$ cat src/rtl/riscv_ctrl_pkg.sv
`default_nettype none
// ============================================================================
// Package     : riscv_ctrl_pkg
// Description : Shared types and encodings for the multicycle RV32I control
//               unit: FSM state enum, opcode constants, datapath mux select
//               encodings, ALU operation codes and an opcode legality helper.
// Revision    : 1.0 - initial release
// ============================================================================
package riscv_ctrl_pkg;

    // Controller states. Encodings 13..15 are unused and recover to FETCH.
    typedef enum logic [3:0] {
        S_FETCH    = 4'd0,
        S_DECODE   = 4'd1,
        S_MEMADR   = 4'd2,
        S_MEMREAD  = 4'd3,
        S_MEMWB    = 4'd4,
        S_MEMWRITE = 4'd5,
        S_EXECUTER = 4'd6,
        S_EXECUTEI = 4'd7,
        S_ALUWB    = 4'd8,
        S_JAL      = 4'd9,
        S_BEQ      = 4'd10,
        S_LUI      = 4'd11,
        S_HALT     = 4'd12
    } state_t;

    // Supported opcodes (instr[6:0])
    localparam logic [6:0] OP_LOAD  = 7'b0000011;
    localparam logic [6:0] OP_STORE = 7'b0100011;
    localparam logic [6:0] OP_RTYPE = 7'b0110011;
    localparam logic [6:0] OP_ITYPE = 7'b0010011;
    localparam logic [6:0] OP_JAL   = 7'b1101111;
    localparam logic [6:0] OP_BEQ   = 7'b1100011;
    localparam logic [6:0] OP_LUI   = 7'b0110111;

    // Result mux select
    localparam logic [1:0] RES_ALUOUT    = 2'b00;
    localparam logic [1:0] RES_DATA      = 2'b01;
    localparam logic [1:0] RES_ALURESULT = 2'b10;
    localparam logic [1:0] RES_IMMEXT    = 2'b11;

    // ALU A operand select
    localparam logic [1:0] SRCA_PC    = 2'b00;
    localparam logic [1:0] SRCA_OLDPC = 2'b01;
    localparam logic [1:0] SRCA_RD1   = 2'b10;

    // ALU B operand select
    localparam logic [1:0] SRCB_RD2  = 2'b00;
    localparam logic [1:0] SRCB_IMM  = 2'b01;
    localparam logic [1:0] SRCB_FOUR = 2'b10;

    // Immediate type
    localparam logic [2:0] IMM_I = 3'b000;
    localparam logic [2:0] IMM_S = 3'b001;
    localparam logic [2:0] IMM_B = 3'b010;
    localparam logic [2:0] IMM_J = 3'b011;
    localparam logic [2:0] IMM_U = 3'b100;

    // ALU operations
    localparam logic [2:0] ALU_ADD = 3'b000;
    localparam logic [2:0] ALU_SUB = 3'b001;
    localparam logic [2:0] ALU_AND = 3'b010;
    localparam logic [2:0] ALU_OR  = 3'b011;
    localparam logic [2:0] ALU_SLT = 3'b101;

    // ALUOp: class of operation requested by the FSM
    localparam logic [1:0] ALUOP_ADD   = 2'b00;
    localparam logic [1:0] ALUOP_SUB   = 2'b01;
    localparam logic [1:0] ALUOP_FUNCT = 2'b10;

    function automatic logic is_legal_op(input logic [6:0] op);
        case (op)
            OP_LOAD, OP_STORE, OP_RTYPE, OP_ITYPE,
            OP_JAL, OP_BEQ, OP_LUI: is_legal_op = 1'b1;
            default:                is_legal_op = 1'b0;
        endcase
    endfunction

endpackage
`default_nettype wire

$ cat src/rtl/alu_decoder.sv
`default_nettype none
// ============================================================================
// Module      : alu_decoder
// Description : Combinational ALU control decoder. Maps the FSM's ALUOp class
//               plus funct3 / op[5] / instr[30] to the ALU operation code.
// Ports       : alu_op_i      [1:0] operation class from the FSM
//               funct3_i      [2:0] instr[14:12]
//               op5_i               instr[5] (1 = R-type, 0 = I-type)
//               funct7b5_i          instr[30]
//               alu_control_o [2:0] ALU operation
// Revision    : 1.0 - initial release
// ============================================================================
module alu_decoder
    import riscv_ctrl_pkg::*;
(
    input  logic [1:0] alu_op_i,
    input  logic [2:0] funct3_i,
    input  logic       op5_i,
    input  logic       funct7b5_i,
    output logic [2:0] alu_control_o
);

    always_comb begin
        alu_control_o = ALU_ADD;
        case (alu_op_i)
            ALUOP_ADD: alu_control_o = ALU_ADD;
            ALUOP_SUB: alu_control_o = ALU_SUB;
            ALUOP_FUNCT: begin
                case (funct3_i)
                    // Only R-type uses instr[30] to select sub; an addi whose
                    // immediate happens to set bit 30 must still add.
                    3'b000:  alu_control_o = (op5_i & funct7b5_i) ? ALU_SUB : ALU_ADD;
                    3'b010:  alu_control_o = ALU_SLT;
                    3'b110:  alu_control_o = ALU_OR;
                    3'b111:  alu_control_o = ALU_AND;
                    default: alu_control_o = ALU_ADD;
                endcase
            end
            default: alu_control_o = ALU_ADD;
        endcase
    end

endmodule
`default_nettype wire

$ cat src/rtl/multicycle_control.sv
`default_nettype none
// ============================================================================
// Module      : multicycle_control
// Description : Moore-style control FSM for the multicycle RV32I datapath.
//               Sequences fetch/decode/execute/memory/writeback (3..5 cycles
//               per instruction) and drives every datapath select/enable.
// Ports       : clk, rst_n            clock, async active-low reset
//               op, funct3, funct7b5  instruction fields
//               zero                  ALU zero flag (branch resolution)
//               PCWrite, AdrSrc, MemWrite, IRWrite, RegWrite  enables/selects
//               ResultSrc, ALUSrcA, ALUSrcB, ImmSrc, ALUControl mux selects
//               instr_done            final state of each instruction
//               illegal_op            DECODE-cycle pulse for unsupported op
// Parameters  : ILLEGAL_HALT  1 = park in HALT on illegal op, 0 = refetch
// Revision    : 1.0 - initial release
// ============================================================================
module multicycle_control
    import riscv_ctrl_pkg::*;
#(
    parameter bit ILLEGAL_HALT = 1'b0
) (
    input  logic       clk,
    input  logic       rst_n,
    input  logic [6:0] op,
    input  logic [2:0] funct3,
    input  logic       funct7b5,
    input  logic       zero,
    output logic       PCWrite,
    output logic       AdrSrc,
    output logic       MemWrite,
    output logic       IRWrite,
    output logic       RegWrite,
    output logic [1:0] ResultSrc,
    output logic [1:0] ALUSrcA,
    output logic [1:0] ALUSrcB,
    output logic [2:0] ImmSrc,
    output logic [2:0] ALUControl,
    output logic       instr_done,
    output logic       illegal_op
);

    state_t     state_q, state_d;

    logic       pc_update;
    logic       branch;
    logic       ir_write;
    logic       reg_write;
    logic       mem_write;
    logic       done;
    logic       illegal;
    logic [1:0] alu_op;

    // ------------------------------------------------------------------
    // State register
    // ------------------------------------------------------------------
    always_ff @(posedge clk or negedge rst_n) begin
        if (!rst_n) begin
            state_q <= S_FETCH;
        end else begin
            state_q <= state_d;
        end
    end

    // ------------------------------------------------------------------
    // Next-state and Moore outputs
    // ------------------------------------------------------------------
    always_comb begin
        state_d   = S_FETCH;
        pc_update = 1'b0;
        branch    = 1'b0;
        ir_write  = 1'b0;
        reg_write = 1'b0;
        mem_write = 1'b0;
        done      = 1'b0;
        illegal   = 1'b0;
        AdrSrc    = 1'b0;
        ResultSrc = RES_ALUOUT;
        ALUSrcA   = SRCA_PC;
        ALUSrcB   = SRCB_RD2;
        alu_op    = ALUOP_ADD;

        case (state_q)
            S_FETCH: begin
                ir_write  = 1'b1;
                ALUSrcA   = SRCA_PC;
                ALUSrcB   = SRCB_FOUR;
                ResultSrc = RES_ALURESULT;
                pc_update = 1'b1;
                state_d   = S_DECODE;
            end
            S_DECODE: begin
                // Precompute the branch target / jal target as OldPC + imm
                ALUSrcA = SRCA_OLDPC;
                ALUSrcB = SRCB_IMM;
                case (op)
                    OP_LOAD, OP_STORE: state_d = S_MEMADR;
                    OP_RTYPE:          state_d = S_EXECUTER;
                    OP_ITYPE:          state_d = S_EXECUTEI;
                    OP_JAL:            state_d = S_JAL;
                    OP_BEQ:            state_d = S_BEQ;
                    OP_LUI:            state_d = S_LUI;
                    default: begin
                        illegal = 1'b1;
                        state_d = ILLEGAL_HALT ? S_HALT : S_FETCH;
                    end
                endcase
            end
            S_MEMADR: begin
                ALUSrcA = SRCA_RD1;
                ALUSrcB = SRCB_IMM;
                state_d = op[5] ? S_MEMWRITE : S_MEMREAD;
            end
            S_MEMREAD: begin
                ResultSrc = RES_ALUOUT;
                AdrSrc    = 1'b1;
                state_d   = S_MEMWB;
            end
            S_MEMWB: begin
                ResultSrc = RES_DATA;
                reg_write = 1'b1;
                done      = 1'b1;
                state_d   = S_FETCH;
            end
            S_MEMWRITE: begin
                ResultSrc = RES_ALUOUT;
                AdrSrc    = 1'b1;
                mem_write = 1'b1;
                done      = 1'b1;
                state_d   = S_FETCH;
            end
            S_EXECUTER: begin
                ALUSrcA = SRCA_RD1;
                ALUSrcB = SRCB_RD2;
                alu_op  = ALUOP_FUNCT;
                state_d = S_ALUWB;
            end
            S_EXECUTEI: begin
                ALUSrcA = SRCA_RD1;
                ALUSrcB = SRCB_IMM;
                alu_op  = ALUOP_FUNCT;
                state_d = S_ALUWB;
            end
            S_ALUWB: begin
                ResultSrc = RES_ALUOUT;
                reg_write = 1'b1;
                done      = 1'b1;
                state_d   = S_FETCH;
            end
            S_JAL: begin
                // PC <= ALUOut (target from DECODE); ALU computes OldPC+4
                ALUSrcA   = SRCA_OLDPC;
                ALUSrcB   = SRCB_FOUR;
                ResultSrc = RES_ALUOUT;
                pc_update = 1'b1;
                state_d   = S_ALUWB;
            end
            S_BEQ: begin
                ALUSrcA   = SRCA_RD1;
                ALUSrcB   = SRCB_RD2;
                alu_op    = ALUOP_SUB;
                ResultSrc = RES_ALUOUT;
                branch    = 1'b1;
                done      = 1'b1;
                state_d   = S_FETCH;
            end
            S_LUI: begin
                ResultSrc = RES_IMMEXT;
                reg_write = 1'b1;
                done      = 1'b1;
                state_d   = S_FETCH;
            end
            S_HALT: begin
                state_d = S_HALT;
            end
            default: begin
                state_d = S_FETCH;
            end
        endcase
    end

    // ------------------------------------------------------------------
    // Enables are qualified by rst_n combinationally so that asserting
    // reset kills them immediately, and FETCH (the reset state) does not
    // present IRWrite/PCWrite while reset is held.
    // ------------------------------------------------------------------
    assign PCWrite    = rst_n & (pc_update | (branch & zero));
    assign IRWrite    = rst_n & ir_write;
    assign RegWrite   = rst_n & reg_write;
    assign MemWrite   = rst_n & mem_write;
    assign instr_done = rst_n & done;
    assign illegal_op = rst_n & illegal;

    // ------------------------------------------------------------------
    // Immediate type, decoded straight from the opcode
    // ------------------------------------------------------------------
    always_comb begin
        ImmSrc = IMM_I;
        case (op)
            OP_STORE: ImmSrc = IMM_S;
            OP_BEQ:   ImmSrc = IMM_B;
            OP_JAL:   ImmSrc = IMM_J;
            OP_LUI:   ImmSrc = IMM_U;
            default:  ImmSrc = IMM_I;
        endcase
    end

    alu_decoder u_alu_decoder (
        .alu_op_i      (alu_op),
        .funct3_i      (funct3),
        .op5_i         (op[5]),
        .funct7b5_i    (funct7b5),
        .alu_control_o (ALUControl)
    );

endmodule
`default_nettype wire

$ cat config.mk
export PLATFORM = sky130hd
export DESIGN_NAME = multicycle_control
export DESIGN_NICKNAME = d
export VERILOG_FILES = /design/src/rtl/riscv_ctrl_pkg.sv /design/src/rtl/alu_decoder.sv /design/src/rtl/multicycle_control.sv
export SDC_FILE = /design/constraint.sdc
export NUM_CORES = 1
export LEC_CHECK = 0
export ABC_AREA = 1
export BUFFER_PORTS_ARGS = -buffer_cell sky130_fd_sc_hd__buf_4
export CAP_MARGIN = 20
export CELL_PAD_IN_SITES_DETAIL_PLACEMENT = 1
export CELL_PAD_IN_SITES_GLOBAL_PLACEMENT = 1
export CORE_AREA = 2 2 56 45
export DETAILED_ROUTE_END_ITERATION = 12
export DIE_AREA = 0 0 58 47
export GPL_TIMING_DRIVEN = 0
export PLACE_DENSITY = 0.86
export SYNTH_ARGS = -nofsm -noshare
export SYNTH_HDL_FRONTEND = slang
export SYNTH_HIERARCHICAL = 1
export SYNTH_SLANG_ARGS = --single-unit
$ cat constraint.sdc
create_clock -name clk -period 3.63 [get_ports clk]
set_input_delay 0.1815 -clock clk [delete_from_list [all_inputs] [get_ports clk]]
set_output_delay 0.1815 -clock clk [all_outputs]
set_load 0.03 [all_outputs]
; Yosys cells after proc, flatten, opt, wreduce, memory -nomap -nowiden
; Index checks and enable logic that the tools add are counted.
[word_totals]
register_bits = 4
inputBits = 14
out_inout_bits = 19
[classes]
muxes = 20
n_bitwise = 9
n_eq_ne = 24
reduce_logical = 13
[op_table]
columns = op, n
row1 = case mux 4 bit (6 select lines), 2
row2 = case mux 3 bit (4 select lines), 2
row3 = "equality test 7 x 6 -> 1 bit, second input constant", 3
row4 = "equality test 4 bit, second input constant", 5
row5 = "equality test 4 x 3 -> 1 bit, second input constant", 4
row6 = "equality test 7 bit, second input constant", 2
row7 = case mux 2 bit (2 select lines), 3
row8 = 2-to-1 mux 1 bit, 10
row9 = OR reduction 2 bit, 5
row10 = OR reduction 3 bit, 3
row11 = bitwise AND 1 bit, 8
row12 = "equality test 4 x 2 -> 1 bit, second input constant", 2
row13 = "equality test 7 x 2 -> 1 bit, second input constant", 1
row14 = "equality test 7 x 5 -> 1 bit, second input constant", 1
row15 = OR reduction 7 bit, 1
row16 = "equality test 3 bit, second input constant", 2
row17 = case mux 2 bit (3 select lines), 1
row18 = case mux 3 bit (2 select lines), 1
row19 = OR reduction 5 bit, 1
row20 = "equality test 4 x 1 -> 1 bit, second input constant", 1
row21 = zero test 4 bit, 1
row22 = OR reduction 4 bit, 1
row23 = "equality test 3 x 2 -> 1 bit, second input constant", 1
row24 = zero test 3 bit, 1
row25 = other kinds (4), 4

; Logic depth before layout (Yosys ltp)
; Gate-level depths: netlist of the first run.
[logic_depth]
word_depth = 5
ltp_mapped = 10
ltp_nobuf = 10

; Modules after synthesis
; The synthesis of the first run kept the hierarchy.
[modules_own_cells]
columns = module, area_per_inst_um2, n_inst, cells_each
row1 = multicycle_control, 498.0, 1, 92
row2 = alu_decoder, 91.3, 1, 17

; Worst setup path after synthesis of the first run
; OpenSTA, ideal clock, no wires.
[synth_timing]
path_kind = register to output
start = register state_q[0]
end = output port ALUControl[2]
slack_ps = 1744
path_buffers = 0
arrival_time_ps = 1704
path_stages_with_launch = 9
cell_sequence = dfrtp_1 -> nor2_2 -> nand2_2 -> nor2_4 -> inv_1 -> ha_1 -> inv_1 -> nand4_1 -> nor2_1
[synth_via]
elab_chain_cells = 5
elab_cells_between_ends = 8
classes_between = eq/ne (5) / mux (2) / reduce/logical (1)
[synth_lines]
columns = item, line_no
row1 = "start, declared", multicycle_control.sv:42  ; state_t state_q, state_d;
row2 = "start signal, assigned", multicycle_control.sv:60  ; state_q <= state_d;
row3 = equality test 4 x 3 -> 1 bit, multicycle_control.sv:82  ; case (state_q)
row4 = OR reduction 2 bit (no line), -
row5 = case mux 2 bit (2 select lines) *, multicycle_control.sv:82
row6 = net alu_op[0], multicycle_control.sv:51  ; logic [1:0] alu_op;
row7 = equality test 2 bit or equality test 2 x 1 -> 1 bit (tied branches), alu_decoder.sv:25  ; case (alu_op_i)
row8 = case mux 3 bit (2 select lines) *, alu_decoder.sv:25
row9 = "end, declared", multicycle_control.sv:37  ; output logic [2:0] ALUControl,
; The timed path passes the listed nets; every way through them passes the cells marked *.

; Worst setup path after layout of the first run
; Same ends and word-level chain as after synthesis.

==> results of run 1 <==
-- layer usage --
metal,vias up,track usage (%),share of wire (%)
li1,416,-,-
met5,-,0,0
met1,356,17.0,42
met4,0,5.58,0.89
met3,2,0.551,6.1
met2,25,30.2,51
-- logic make-up (layout without fill, tap and decap cells) --
| group | count (synthesis) | count (layout) | synth area share (%) |
|---|---|---|---|
| flops | 4 | 4 | 17.0 |
| compound gates | 11 | 11 | 10.4 |
| buf+inv | 20 | 56 | 12.7 |
| simple gates | 72 | 72 | 55.6 |
| fa+ha+maj | 2 | 2 | 4.25 |
-- cells in the mapped netlist, drive strengths merged --
cell / number
dfrtp: 4
nand3: 6
o22ai: 1
a21oi: 3
nand4: 2
ha: 2
nor3: 3
and3: 1
a31oi: 1
nand2: 30
inv: 20
nor2: 27
nand3b: 3
o21ai: 6
-- placed cells by master (no fill, tap or decap), types with 3 or more instances in the layout --
| cell type | instances |
|---|---|
| nand2_1 | 29 |
| inv_1 | 18 |
| nand3_1 | 6 |
| o21ai_0 | 6 |
| dfrtp_1 | 4 |
| nand3b_1 | 3 |
| clkbuf_4 | 3 |
| buf_4 | 32 |
| nor2_1 | 23 |
-- final cells by class --
type | count | area [sq um] | area share [%]
multi-input combinational | 85 | 414 | 46.4
timing repair buffer | 33 | 250 | 28.0
sequential | 4 | 100 | 11.2
inverter | 20 | 75.1 | 8.40
tap | 25 | 31.3 | 3.50
clock buffer | 3 | 22.5 | 2.52
-- worst paths after layout --
check,end,slack [ns],cells after the start
max reg2reg,state_q[3]$_DFF_PN0_,2.40,5
min in group asynchronous,state_q[3]$_DFF_PN0_,0.29,2
max in group asynchronous,state_q[0]$_DFF_PN0_,3.22,2
min reg2reg,state_q[0]$_DFF_PN0_,0.64,3
max,ALUControl[2],1.48,9
min,state_q[2]$_DFF_PN0_,0.24,3
-- power groups by stage --
stage	clock network [mW]	registers [mW]	logic, mW
after floorplan	0	0.0641	0.180
after global routing	0.0586	0.0701	0.300
after detailed placement	0	0.0688	0.281
final	0.0553	0.0683	0.277
after CTS	0.0567	0.0682	0.282
after global placement	0	0.0674	0.273
-- repair_timing --
action,in CTS,in global routing
hold endpoints to repair,4,0
buffers inserted,0,0
hold buffers,1,0
-- tightest hold or removal path, cell delays in order --
cell,delay (ns)
buf_4,0.11
a31oi_1,0.08
nand3b_1,0.07
==> results.tsv, run 1 <==
stage	metric	value	unit
run_status	outcome	finished, final reports clean	
drt	residual DRC count	0	
timing	final setup vio count	0	
synth	syn_nets	125	
drt	DR pass1 iterations	3	
cts	CTS tree	yes	
place	placed inst area	861	sq um
drt	final wirelength	1900	microns
min_path	min-delay worst type	primary input to flop	
place	post-DP HPWL	1690	microns
finish	area delta synth->final	51.6	%
floorplanning	number of top-level pins	33	
finish	layout cells sized above 1	30.3	%
critical_path	CP cell instances	nor2_2 > nand2_2 > nor2_4 > inv_1 > ha_1 > inv_1 > nand4_1 > nor2_1 > buf_4	
finish	max FFs per register	4	
flow_run	max_cap viols	0	
synth	#FFs+latches synth	4	
timing	Worst Tran Pin Value	0.267	ns
critical_path	CP top delay family	simple AND/OR/NAND/NOR gates	
finish	# diodes	0	
critical_path	arrival time at the worst endpoint	1.97	ns
pwr	Net Sw Frac	53.6	%
synth	synth top area cells	nand2_1, dfrtp_1, nor2_1	
critical_path	crit-path most repeated cell	inv_1	
pwr	Logic pwr share	69.1	%
finish	non-filler cells, final	170	
finish	post-layout util	41.0	%
cts	clock sinks	4	
drt	Vias per Instance	4.70	
timing	fin. max-slew vios	0	
pwr	Pint	0.186	mW
drt	total number of vias	799	
timing	Slew headroom	82.1	%
critical_path	Startpoint Class	flop	
critical_path	max incr delay on CP	0.46	ns
cts	maximum clock insertion buffer count	2	
timing	Final Hold Fails	0	
critical_path	Critical Path Fanout Max	7	
finish	Fill cells	296	
place	Port Buf Inserts	32	
synth	post-synthesis average cell area	5.41	sq um
floorplanning	Cell Rows	15	
place	GP Congestion	0.758	
timing	clock skew	0.000788	ns
finish	most flop-heavy register	state_q	
critical_path	nature of the critical path endpoint	output port	
floorplanning	Horiz. Die Dim	58	microns
critical_path	critical path class	flop to output port	
pwr	Switch Pwr	0.215	mW
place	DP Worst Slack	1.71	ns
critical_path	RR Startpoint	state_q[0]$_DFF_PN0_	
timing	RSZ-0062 raised after global routing	false	
global_routing	initial antenna violation count	0	
critical_path	Crit-path slowest cell	dfrtp_1	
synth	Yosys cell types	20	
cts	clk slew on worst S/H paths	0.04	ns
pwr	Power Total	0.400	mW
floorplanning	Initial Util	27.1	%
cts	clk root buf	clkbuf_4	
floorplanning	Die H	47	microns
global_routing	first-pass GRT wire length	3120	microns
cts	post_cts resized	0	
synth	cell taking the most area after synthesis	nand2_1	
pwr	Peak supply drop	255	uV
finish	Final Instance Area	893	sq um
synth	Syn Inst Count	109	
place	Post-Place Cells	166	
drt	WL/cell	11.2	microns
floorplanning	Die ar.	2730	sq um
cts	cts bufs inserted	3	
pwr	leakage power	0.530	nW
timing	total negative slack	0	ns
synth	Ys Warns	6	
pwr	Clk pwr share	13.8	%
global_routing	all-layer global routing usage	14.9	%
finish	Top Registers	state_q x4	
global_routing	largest net degree at the start of global routing	8	
synth	sequential area share after synthesis	17.0	%
pwr	Reg power frac	17.1	%
timing	WHS	0.244	ns
timing	post-route setup slack	1.48	ns
critical_path	Critical Path RT	3.45	ns
drt	post-route ant nets	0	
critical_path	Worst Setup SP	state_q[0]$_DFF_PN0_	
synth	post-synth top area share	18.5	%
timing	minimum clock period	2.15	ns
timing	fin crit share	59.2	%
global_routing	total congestion overflow	0	
cts	H-tree levels	1	
critical_path	Critical path buffers and inverters	3	
finish	NumNets Final	163	
drt	First DRT Iteration DRCs	13	
floorplanning	total core area	2180	sq um
timing	FMAX	466	MHz
cts	clock latency on the worst-skew pair	0.24	ns
min_path	Hold Path Origin	op[5]	
pwr	PwrDens	448	nW/um^2
global_routing	vias in the first global route	802	
synth	Post-Syn Area	589	sq um
Note: power is estimated with default switching activity, not from simulation.
==> run 2, diff against run 1 <==
--- a/config.mk
+++ b/config.mk
@@ -10,11 +10,11 @@
 export CAP_MARGIN = 20
 export CELL_PAD_IN_SITES_DETAIL_PLACEMENT = 1
 export CELL_PAD_IN_SITES_GLOBAL_PLACEMENT = 1
-export CORE_AREA = 2 2 56 45
+export CORE_AREA = 2 2 58 47
 export DETAILED_ROUTE_END_ITERATION = 12
-export DIE_AREA = 0 0 58 47
+export DIE_AREA = 0 0 60 49
 export GPL_TIMING_DRIVEN = 0
-export PLACE_DENSITY = 0.86
+export PLACE_DENSITY = 0.81
 export SYNTH_ARGS = -nofsm -noshare
 export SYNTH_HDL_FRONTEND = slang
 export SYNTH_HIERARCHICAL = 1
==> constraint.sdc (replaced) <==
create_clock -name clk -period 2 [get_ports clk]
set_input_delay 0.1 -clock clk [delete_from_list [all_inputs] [get_ports clk]]
set_output_delay 0.1 -clock clk [all_outputs]
set_load 0.03 [all_outputs]
==> results.tsv, run 2 (synthesis results as in run 1) <==
stage	metric	value	unit
place	GP Congestion	0.750	
cts	cts bufs inserted	3	
finish	commonest non-fill, non-tap cell in the layout	buf_4	
pwr	Peak supply drop	492	uV
finish	area delta synth->final	63.1	%
timing	total negative slack	0	ns
critical_path	crit-path most repeated cell	nor2_4	
finish	NumNets Final	167	
flow_run	max_cap viols	0	
timing	fin crit share	95.1	%
floorplanning	Cell Rows	16	
finish	non-filler cells, final	185	
pwr	PwrDens	799	nW/um^2
timing	Slew headroom	79.4	%
critical_path	Crit-path slowest cell	dfrtp_2	
timing	FMAX	526	MHz
finish	# diodes	0	
critical_path	arrival time at the worst endpoint	1.80	ns
min_path	Hold Path Origin	op[5]	
drt	post-route ant nets	0	
critical_path	RR Startpoint	state_q[0]$_DFF_PN0_	
critical_path	CP top delay family	simple AND/OR/NAND/NOR gates	
critical_path	Startpoint Class	flop	
place	post-DP HPWL	1740	microns
finish	layout cells sized above 1	36.9	%
finish	most flop-heavy register	state_q	
cts	clock sinks	4	
floorplanning	number of top-level pins	33	
global_routing	largest net degree at the start of global routing	8	
drt	First DRT Iteration DRCs	14	
floorplanning	Initial Util	24.3	%
pwr	leakage power	0.549	nW
critical_path	R2R depth	5	
run_status	outcome	finished, final reports clean	
critical_path	critical path class	flop to output port	
min_path	min-delay worst type	primary input to flop	
cts	maximum clock insertion buffer count	2	
global_routing	all-layer global routing usage	14.7	%
finish	max FFs per register	4	
critical_path	CP cell instances	nor2_4 > nand2_2 > nor2_4 > inv_1 > ha_4 > inv_2 > nand4_1 > nor2_1 > buf_4	
drt	DR pass1 iterations	4	
critical_path	FF-to-FF End	state_q[2]$_DFF_PN0_	
drt	final wirelength	2110	microns
finish	most frequent cells in the layout	buf_4, nand2_1, nor2_1	
place	Post-Place Cells	177	
critical_path	max incr delay on CP	0.43	ns
critical_path	Worst Setup SP	state_q[0]$_DFF_PN0_	
timing	final setup vio count	0	
drt	total number of vias	839	
critical_path	nature of the critical path endpoint	output port	
timing	Final Hold Fails	0	
drt	residual DRC count	0	
critical_path	Critical Path Fanout Max	3	
timing	RSZ-0062 raised after global routing	false	
critical_path	Critical Path RT	1.90	ns
floorplanning	Horiz. Die Dim	60	microns
cts	CTS tree	yes	
floorplanning	Die H	49	microns
cts	H-tree levels	1	
pwr	Power Total	0.767	mW
cts	clk slew on worst S/H paths	0.04	ns
timing	clock skew	0.00146	ns
finish	Top Registers	state_q x4	
timing	fin. max-slew vios	0	
cts	clk root buf	clkbuf_4	
critical_path	Critical path buffers and inverters	3	
global_routing	total congestion overflow	0	
floorplanning	Die ar.	2940	sq um
global_routing	first-pass GRT wire length	3420	microns
floorplanning	total core area	2420	sq um
critical_path	CP endpoint	ALUControl[2]	
timing	minimum clock period	1.90	ns
global_routing	initial antenna violation count	0	
drt	Vias per Instance	4.54	
critical_path	CP Depth	9	
global_routing	vias in the first global route	812	
critical_path	R2R Setup Slk	0.68	ns
drt	WL/cell	11.4	microns
place	Port Buf Inserts	32	
timing	Worst Tran Pin Value	0.307	ns
cts	clock latency on the worst-skew pair	0.24	ns
[run 2: routing by layer]
layer / global-route usage (%) / vias up / wire length, microns
met1: 19.5 / 398 / 997
met3: 2.65 / 2 / 68
met2: 24.3 / 17 / 1040
met4: 3.33 / 0 / 11
met5: 0 / - / 0
li1: - / 422 / -
[run 2: final cells by class]
class / count / area, sq um
fill: 339 / 1460
sequential: 4 / 101
multi-input combinational: 85 / 437
clock buffer: 3 / 22.5
timing repair buffer: 37 / 280
inverter: 20 / 75.1
tap: 36 / 45.0
[run 2: what timing repair did]
action | CTS | global route
pin swaps | 1 | 3
hold endpoints to repair | 4 | 0
gates resized for setup | 3 | 5
setup buffers | 2 | 2
endpoints found under the setup margin | 3 | 3
hold buffers | 1 | 0
[run 2: report_power, final]
group | total, mW | switching [mW] | internal, mW | leakage, nW
Combinational | 0.548 | 0.356 | 0.191 | 0.483
Clock | 0.101 | 0.0342 | 0.0672 | 0.0138
Sequential | 0.118 | 0.0200 | 0.0985 | 0.0523
[run 2: worst min path at each step]
stage	to	depth (start not counted)
after CTS	state_q[2]$_DFF_PN0_	3
after detailed placement	state_q[2]$_DFF_PN0_	1
after floorplan	state_q[0]$_DFF_PN0_	0
after global routing	state_q[2]$_DFF_PN0_	3
final	state_q[2]$_DFF_PN0_	3
after global placement	state_q[2]$_DFF_PN0_	1
[run 2: per-stage QoR]
step | hold slack (ns) | setup WS [ns] | utilization (%) | instance area (sq um)
4_1_cts | 0.179 | 0.0116 | 38.4 | 931
3_5_place_dp | -0.0865 | 0.167 | 36.1 | 875
5_1_grt | 0.199 | 0.00265 | 39.7 | 961
3_3_place_gp | -0.0888 | 0.262 | 36.1 | 875
2_1_floorplan | -0.196 | 0.196 | - | 589
6_report | 0.182 | 0.0979 | 39.7 | 961
[run 2: worst register-to-register path, cell delays in order (launching register included)]
cell and delay (ns):
dfrtp_2 0.43, buf_4 0.17, nor2_1 0.21, inv_2 0.09
nor3_1 0.20, nand3b_1 0.16
==> run 3, diff against run 2 <==
--- a/config.mk
+++ b/config.mk
@@ -10,9 +10,9 @@
 export CAP_MARGIN = 20
 export CELL_PAD_IN_SITES_DETAIL_PLACEMENT = 1
 export CELL_PAD_IN_SITES_GLOBAL_PLACEMENT = 1
-export CORE_AREA = 2 2 58 47
+export CORE_AREA = 2 2 51 53
 export DETAILED_ROUTE_END_ITERATION = 12
-export DIE_AREA = 0 0 60 49
+export DIE_AREA = 0 0 53 55
 export GPL_TIMING_DRIVEN = 0
 export PLACE_DENSITY = 0.81
 export SYNTH_ARGS = -nofsm -noshare
==> constraint.sdc (replaced) <==
create_clock -name clk -period 1.9 [get_ports clk]
set_input_delay 0.095 -clock clk [delete_from_list [all_inputs] [get_ports clk]]
set_output_delay 0.095 -clock clk [all_outputs]
set_load 0.03 [all_outputs]
==> results.tsv, run 3 (synthesis results as in run 1) <==
stage	metric	value	unit
pwr	Reg power frac	15.1	%
drt	residual DRC count	0	
floorplanning	total core area	2360	sq um
cts	clk root buf	clkbuf_4	
floorplanning	Horiz. Die Dim	53	microns
cts	maximum clock insertion buffer count	2	
pwr	Clk pwr share	12.6	%
timing	WHS	0.160	ns
global_routing	largest net degree at the start of global routing	8	
place	Post-Place Cells	171	
cts	cts bufs inserted	3	
drt	final wirelength	2080	microns
floorplanning	Die H	55	microns
critical_path	Critical Path RT	1.80	ns
cts	clk slew on worst S/H paths	0.04	ns
run_status	outcome	finished, final reports clean	
critical_path	RR Startpoint	state_q[1]$_DFF_PN0_	
finish	Fill cells	342	
finish	layout cells sized above 1	38.6	%
finish	commonest non-fill, non-tap cell in the layout	buf_4	
timing	Slew headroom	80.2	%
finish	Final Instance Area	987	sq um
min_path	Hold Path Origin	op[5]	
critical_path	critical path class	flop to output port	
cts	H-tree levels	1	
drt	post-route ant nets	0	
drt	WL/cell	11.3	microns
timing	clock skew	0.00158	ns
min_path	Worst Hold Endpoint	state_q[2]$_DFF_PN0_	
timing	fin. max-slew vios	0	
drt	First DRT Iteration DRCs	12	
finish	post-layout util	41.7	%
critical_path	max incr delay on CP	0.39	ns
critical_path	CP top delay family	simple AND/OR/NAND/NOR gates	
drt	total number of vias	810	
timing	final setup vio count	0	
finish	Top Registers	state_q x4	
cts	clock sinks	4	
global_routing	total congestion overflow	0	
min_path	min-delay worst type	primary input to flop	
critical_path	arrival time at the worst endpoint	1.71	ns
min_path	Hold Crit Depth	3	
timing	Final Hold Fails	0	
drt	Vias per Instance	4.43	
finish	# diodes	0	
pwr	Peak supply drop	519	uV
pwr	Logic pwr share	72.3	%
pwr	PwrDens	820	nW/um^2
finish	area of the multi-input gates	437	sq um
pwr	Net Sw Frac	52.9	%
cts	CTS tree	yes	
critical_path	CP cell instances	inv_2 > nand2_2 > nor2_2 > ha_4 > inv_1 > nand4_1 > nor2_1 > buf_4	
critical_path	nature of the critical path endpoint	output port	
place	GP Congestion	0.814	
cts	clock latency on the worst-skew pair	0.23	ns
timing	FMAX	553	MHz
floorplanning	Die ar.	2920	sq um
timing	fin crit share	95.2	%
flow_run	max_cap viols	0	
global_routing	all-layer global routing usage	14.3	%
finish	register area	101	sq um
pwr	Switch Pwr	0.429	mW
finish	most flop-heavy register	state_q	
critical_path	FF-to-FF End	state_q[2]$_DFF_PN0_	
critical_path	Crit-path slowest cell	dfrtp_1	
finish	max FFs per register	4	
critical_path	R2R Setup Slk	0.51	ns
timing	minimum clock period	1.81	ns
floorplanning	Cell Rows	18	
finish	most frequent cells in the layout	buf_4, nand2_1, nor2_1	
critical_path	R2R depth	6	
critical_path	Critical path buffers and inverters	3	
global_routing	initial antenna violation count	0	
critical_path	Critical Path Fanout Max	7	
critical_path	CP Depth	8	
pwr	Pint	0.381	mW
finish	non-filler cells, final	183	
pwr	leakage power	0.571	nW
place	Port Buf Inserts	32	
critical_path	Startpoint Class	flop	
finish	NumNets Final	171	
global_routing	first-pass GRT wire length	3170	microns
finish	area delta synth->final	67.5	%
place	post-DP HPWL	1630	microns
floorplanning	number of top-level pins	33	
pwr	Power Total	0.810	mW
critical_path	Worst Setup SP	state_q[3]$_DFF_PN0_	
drt	DR pass1 iterations	4	
timing	Worst Tran Pin Value	0.295	ns
place	placed inst area	867	sq um
global_routing	vias in the first global route	803	
floorplanning	Initial Util	24.9	%
==> run 3: what timing repair did <==
item / 4_1_cts / 5_1_grt
pin swaps: 3 / 4
gates resized for setup: 5 / 4
hold endpoints to repair: 4 / 0
hold buffers: 1 / 0
cloned: 0 / 0
buffers inserted: 4 / 4
endpoints found under the setup margin: 3 / 3
==> run 3: power by group through the flow <==
stage                     registers [mW]  clock network, mW  logic (mW)
after floorplan                    0.122                  0       0.344
after global placement             0.130                  0       0.520
after detailed placement           0.131                  0       0.536
after CTS                          0.121              0.105       0.580
after global routing               0.124              0.109       0.633
final                              0.122              0.102       0.586
==> run 3: metrics by stage <==
step	worst slack, ns	TNS (ns)
5_1_grt	-0.0301	-0.0422
4_1_cts	0.00237	0
2_1_floorplan	0.101	0
3_3_place_gp	0.152	0
3_5_place_dp	0.0693	0
6_report	0.0917	0
==> run 3: routing by layer <==
| metal | global-route usage [%] | up-vias | routed length (microns) | share of wire, % |
|---|---|---|---|---|
| met3 | 2.69 | 0 | 181 | 8.7 |
| met2 | 30.4 | 30 | 1050 | 51 |
| met4 | 1.28 | 0 | 0 | 0 |
| met1 | 14.8 | 350 | 846 | 41 |
| met5 | 0 | - | 0 | 0 |
| li1 | - | 430 | - | - |
==> run 3: area by class of cell <==
cell class | instances | share of cell area (%)
tap | 30 | 3.80
multi-input combinational | 85 | 44.2
clock buffer | 3 | 2.28
sequential | 4 | 10.3
inverter | 20 | 7.60
timing repair buffer | 41 | 31.8
==> run 3: worst max-delay path by stage <==
stage,to,slack [ns]
2_1_floorplan,ALUControl[2],0.10
3_3_place_gp,ALUControl[2],0.15
3_5_place_dp,ALUControl[0],0.07
4_1_cts,ALUControl[0],0.002
5_1_grt,ALUControl[2],-0.03
6_report,ALUControl[2],0.09
==> run 3: tightest hold or removal path, stage by stage <==
cell      delay (ns)
buf_4           0.11
a31oi_1         0.07
nand3b_1        0.07
